### config.mk
export PLATFORM = sky130hd
export DESIGN_NAME = zacore_pipeline_control
export DESIGN_NICKNAME = d
export VERILOG_FILES = /design/src/rtl/zacore_pipeline_control.sv
export SDC_FILE = /design/constraint.sdc
export NUM_CORES = 1
export LEC_CHECK = 0
export BUFFER_PORTS_ARGS = -buffer_cell sky130_fd_sc_hd__buf_2
export CAP_MARGIN = 20
export CORE_MARGIN = 2
export CORE_UTILIZATION = 45
export CTS_CLUSTER_DIAMETER = 40
export DETAILED_ROUTE_END_ITERATION = 7
export PLACE_DENSITY = 0.84
export SLEW_MARGIN = 30
export SYNTH_ARGS = -nofsm -noshare
export SYNTH_HDL_FRONTEND = slang
export SYNTH_SLANG_ARGS = --single-unit
### constraint.sdc
create_clock -name i_clk -period 1.9 [get_ports i_clk]
set_input_delay 0.475 -clock i_clk [delete_from_list [all_inputs] [get_ports i_clk]]
set_output_delay 0.475 -clock i_clk [all_outputs]
set_load 0.03 [all_outputs]
### src/rtl/zacore_pipeline_control.sv
// zacore_pipeline_control: hazard and flow controller for the five-stage Zacore pipeline.
// Revision 1.0 - initial release.
`default_nettype none

module zacore_pipeline_control #(
  parameter int FETCH_LATENCY = 2
) (
  input  logic        i_clk,
  input  logic        i_rst,
  input  logic        i_decode_valid,
  input  logic [4:0]  i_decode_rs1,
  input  logic [4:0]  i_decode_rs2,
  input  logic        i_decode_uses_rs1,
  input  logic        i_decode_uses_rs2,
  input  logic        i_execute_valid,
  input  logic        i_execute_is_load,
  input  logic [4:0]  i_execute_rd,
  input  logic        i_execute_multicycle,
  input  logic        i_execute_done,
  input  logic        i_execute_redirect,
  input  logic        i_memory_busy,
  output logic        o_fetch_stall,
  output logic        o_decode_stall,
  output logic        o_execute_stall,
  output logic        o_memory_stall,
  output logic        o_fetch_invalidate,
  output logic        o_decode_invalidate,
  output logic        o_execute_invalidate,
  output logic        o_flush_active,
  output logic [31:0] o_stall_cycles
);

  localparam int CW = $clog2(FETCH_LATENCY + 1);
  localparam logic [CW-1:0] FLUSH_RELOAD = CW'(FETCH_LATENCY - 1);
  localparam logic [CW-1:0] FLUSH_LAST   = CW'(1);

  typedef enum logic [1:0] {
    RUN     = 2'd0,
    MC_WAIT = 2'd1,
    FLUSH   = 2'd2
  } state_t;

  state_t          state, state_nx;
  logic [CW-1:0]   flush_cnt, flush_cnt_nx;
  logic [31:0]     stall_cnt;

  logic mc_busy;
  logic redirect;
  logic rs1_hit;
  logic rs2_hit;
  logic load_use;

  assign mc_busy  = i_execute_valid & i_execute_multicycle & ~i_execute_done;
  assign redirect = i_execute_valid & i_execute_redirect & ~mc_busy & ~i_memory_busy;
  assign rs1_hit  = i_decode_uses_rs1 & (i_decode_rs1 == i_execute_rd);
  assign rs2_hit  = i_decode_uses_rs2 & (i_decode_rs2 == i_execute_rd);
  assign load_use = i_decode_valid & i_execute_valid & i_execute_is_load &
                    (i_execute_rd != 5'd0) & (rs1_hit | rs2_hit);

  always_comb begin
    state_nx             = state;
    flush_cnt_nx         = flush_cnt;
    o_fetch_stall        = 1'b0;
    o_decode_stall       = 1'b0;
    o_execute_stall      = 1'b0;
    o_memory_stall       = 1'b0;
    o_fetch_invalidate   = 1'b0;
    o_decode_invalidate  = 1'b0;
    o_execute_invalidate = 1'b0;

    if (i_rst) begin
      o_fetch_invalidate   = 1'b1;
      o_decode_invalidate  = 1'b1;
      o_execute_invalidate = 1'b1;
    end else if (i_memory_busy) begin
      // Whole pipe frozen; state and flush count hold so no flush cycle is lost.
      o_fetch_stall   = 1'b1;
      o_decode_stall  = 1'b1;
      o_execute_stall = 1'b1;
      o_memory_stall  = 1'b1;
    end else if (redirect) begin
      o_fetch_invalidate  = 1'b1;
      o_decode_invalidate = 1'b1;
      if (FETCH_LATENCY > 1) begin
        state_nx     = FLUSH;
        flush_cnt_nx = FLUSH_RELOAD;
      end else begin
        state_nx     = RUN;
        flush_cnt_nx = '0;
      end
    end else begin
      if (mc_busy) begin
        o_fetch_stall        = 1'b1;
        o_decode_stall       = 1'b1;
        o_execute_invalidate = 1'b1;
      end else if (load_use) begin
        o_fetch_stall       = 1'b1;
        o_decode_stall      = 1'b1;
        o_decode_invalidate = 1'b1;
      end

      // A flush in progress keeps running underneath multi-cycle and load-use holds.
      if (state == FLUSH) begin
        o_fetch_invalidate = 1'b1;
        flush_cnt_nx       = flush_cnt - FLUSH_LAST;
        if (flush_cnt == FLUSH_LAST) begin
          state_nx = mc_busy ? MC_WAIT : RUN;
        end
      end else begin
        state_nx = mc_busy ? MC_WAIT : RUN;
      end
    end
  end

  always_ff @(posedge i_clk) begin
    if (i_rst) begin
      state     <= RUN;
      flush_cnt <= '0;
      stall_cnt <= 32'd0;
    end else begin
      state     <= state_nx;
      flush_cnt <= flush_cnt_nx;
      if (o_decode_stall) begin
        stall_cnt <= stall_cnt + 32'd1;
      end
    end
  end

  assign o_flush_active = (state == FLUSH) & ~i_rst;
  assign o_stall_cycles = stall_cnt;

endmodule

`default_nettype wire

==> qor.yml <==
clocking:
  cts.clk_slew.worst_paths_ns: 0.07
  cts-root-buf: "clkbuf_8"
  clockBufferDepth: 2
  cts_sinks: 36
  htree_num_levels: 2
  numCtsBuffers: 5
  cts_tree: "done"
  clock_latency_ns: 0.29
synthesis:
  synthDistinctLibCells: 36
  yosys.area_share.simple: 0.306
  synth_seq_cells: 36
  synth_top_family_by_area: "simple AND/OR/NAND/NOR gates"
  synth_compound_area_frac: 0.193
  synth_warnings: 0
  syn_nets: 282
  mappedNetlistArea_mm2: 0.00199
  synth-xor-area-share: 0.0571
  avgSynthCellArea_um2: 7.85
  yosys-mux-area-fraction: 0.0157
  yosysSeqAreaShare: 0.361
  synthAdderAreaFrac: 0.0125
  synth_edf_count: 0
  ys.flop_type: "dfxtp_1"
  async_reset_ff_frac: 0
  synth_cells: 254
critical_path:
  path_delay_family: "buffers and inverters"
  cp-end-kind: "output pin"
  path_cells: "buf_6 -> xnor2_1 -> nand4_1 -> o22ai_2 -> buf_6 -> nand2_2 -> nand2_2 -> a21o_1 -> buf_6"
  crit_buf_inv: 3
  crit_fanout: 3
  cp-start-kind: "input pin"
  arrival_ns: 1.63
  cp.required_ns: 1.42
  cpMostUsedCell: "buf_6"
  cp_slowest_cell: "xnor2_1"
  cpPeakStageDelay_ns: 0.20
  path_class: "in -> out"
routing:
  wl_um: 6070
  vias: 2255
  drt_iter0_drc: 99
  routedWlPerCell_um: 15.4
  avgViaCountPerCell: 5.72
  ant_nets: 0
  drt_pass1_iterations: 4
  drcViolationCount: 0
final_layout:
  utilization: 0.710
  drive_gt1_frac: 0.509
  syn_to_final_growth_pct: 54.0
  finalNetCount: 369
  fin_cells: 394
  antenna_cells: 0
timing:
  setup_viol: 26
  max_freq_ghz: 0.476
  tns_ns: -1.95
  period_needed_ns: 2.10
  finalHoldViolCount: 0
  rsz0062_at_grt: "true"
  maxSlewViolCount: 0
  min_period_over_period: 1.11
  max_slew.worst_pin.slew_ns: 0.440
  skew_ns: 0.00176
  slew_headroom: 0.704
  finalWorstSetupSlack_ns: -0.202
flow_run:
  max-cap-violations: 0
place:
  io_buffers: 65
  gp_congestion: 0.784
  dpl.hpwl_um: 3800
  placedCellCount: 376
floorplan:
  initial_utilization: 0.461
  rows: 24
  chipWidth_um: 70.6
  pin_count: 66
  die_y_um: 70.6
  die_area_mm2: 0.00498
  design.core.area_mm2: 0.00432
power:
  p_leak_nw: 1.23
  p_seq_frac: 0.489
  switchingPower_mw: 0.427
  total_power_mw: 1.57
  ir_drop_uv: 374
  clkPwrFrac: 0.338
  p_int_mw: 1.14
  power_switching_share: 0.273
  powerDensity_mw_per_mm2: 510
  pwr-share-comb: 0.173
grt:
  grt_pass1_vias: 2038
  grt_max_degree: 21
  grt_pass1_wl_um: 8850
  grt_use_total: 0.220
  antenna_found_initial: 0
  overflow: 0
run_status:
  violations: "negative setup slack"
  status: "complete, but fails checks"
worst_hold_path:
  hp-class: "reg -> reg"
## stage by stage
stage,setup slack [ns],hold slack (ns),cell area (µm²)
floorplan,-0.123,0.468,2090
global placement,-0.287,0.462,2550
detailed placement,-0.347,0.479,2550
CTS,-0.138,0.489,2850
global route,-0.263,0.511,3070
finish,-0.202,0.499,3070
## worst paths after layout
path	endpoint	startpoint	cells past startpoint	slack, ns
hold reg to reg	o_stall_cycles[16]	o_stall_cycles[16]	2	0.50
setup / recovery	o_decode_invalidate	i_execute_rd[4]	9	-0.20
hold / removal	o_stall_cycles[16]	o_stall_cycles[16]	2	0.50
setup reg to reg	o_stall_cycles[21]	o_stall_cycles[4]	7	0.01
## logic make-up (layout without fill, tap and decap cells)
family / count (synthesis) / in the layout
flops: 36 / 36
simple gates: 105 / 105
buf+inv: 26 / 114
xor+xnor: 13 / 13
fa+ha+maj: 2 / 2
mux: 3 / 3
compound gates: 69 / 69
## cell usage in the layout, fill, tap and decap left out, types with 3 or more instances in the layout
| master | count |
|---|---|
| buf_6 | 22 |
| inv_1 | 10 |
| dfxtp_1 | 18 |
| nor2_1 | 15 |
| or4_1 | 3 |
| o21ai_0 | 21 |
| xnor2_1 | 4 |
| dfxtp_4 | 8 |
| nand2_1 | 18 |
| nand3_1 | 11 |
| and3_1 | 4 |
| nand4_1 | 6 |
| or4_4 | 3 |
| dfxtp_2 | 10 |
| clkbuf_8 | 5 |
| buf_4 | 18 |
| and4_1 | 4 |
| o31ai_1 | 5 |
| nor3_1 | 4 |
| a21oi_1 | 17 |
| or3_4 | 9 |
| buf_2 | 53 |
| a21oi_2 | 15 |
| xnor2_2 | 7 |
| or3_1 | 11 |
## routing by layer
metal  wire [µm]  vias up  GRT usage
li1            -     1098          -
met1        2340     1051      0.239
met2        3090       83      0.399
met3         394       23     0.0627
met4         253        0     0.0985
met5           0        -          0
## worst register-to-register path, delay by kind of cell, from the launching register on
kind	cells	cell delay, ns
buf+inv	1	0.16
simple gates	4	1.02
compound gates	2	0.27
flops	1	0.37
## what timing repair did
action                                  CTS  global route
setup buffers                             6             3
cloned                                    2             0
endpoints found under the setup margin   16            28
gates resized for setup                  34            49
hold buffers                              0             0
hold endpoints to repair                  0             0
pin swaps                                26            27
## flip-flops by register name, summed over array words and instances, names as in the netlist
register and flops:
o_stall_cycles 32, flush_cnt 2, state 2
## Yosys cell counts, drive strengths merged (5+ instances only)
master,count,share of area
xnor2,12,0.053
clkbuf,9,0.017
inv,12,0.023
o31ai,5,0.019
nor2,18,0.038
a21oi,32,0.080
dfxtp,36,0.36
or4,6,0.023
nor3,5,0.013
o21ai,21,0.053
buf,5,0.015
nand4,7,0.029
nand2,20,0.038
nand3,12,0.030
or3,21,0.067
## power groups by stage
stage	Sequential [mW]	Clock [mW]	Combinational (mW)
detailed placement	0.782	0	0.195
floorplan	0.791	0	0.111
finish	0.765	0.529	0.271
global placement	0.781	0	0.190
CTS	0.764	0.529	0.240
global route	0.766	0.561	0.287
## final cells by class
class                   count  area (µm²)
flip-flops and latches     36         763
repair buffers             94         668
inverters                  12        45.0
clock buffers               7        76.3
clock inverters             1        3.75
well taps                  52        65.1
fillers                   334        1250
multi-input cells         192        1450
(Power assumes the default switching activity.)
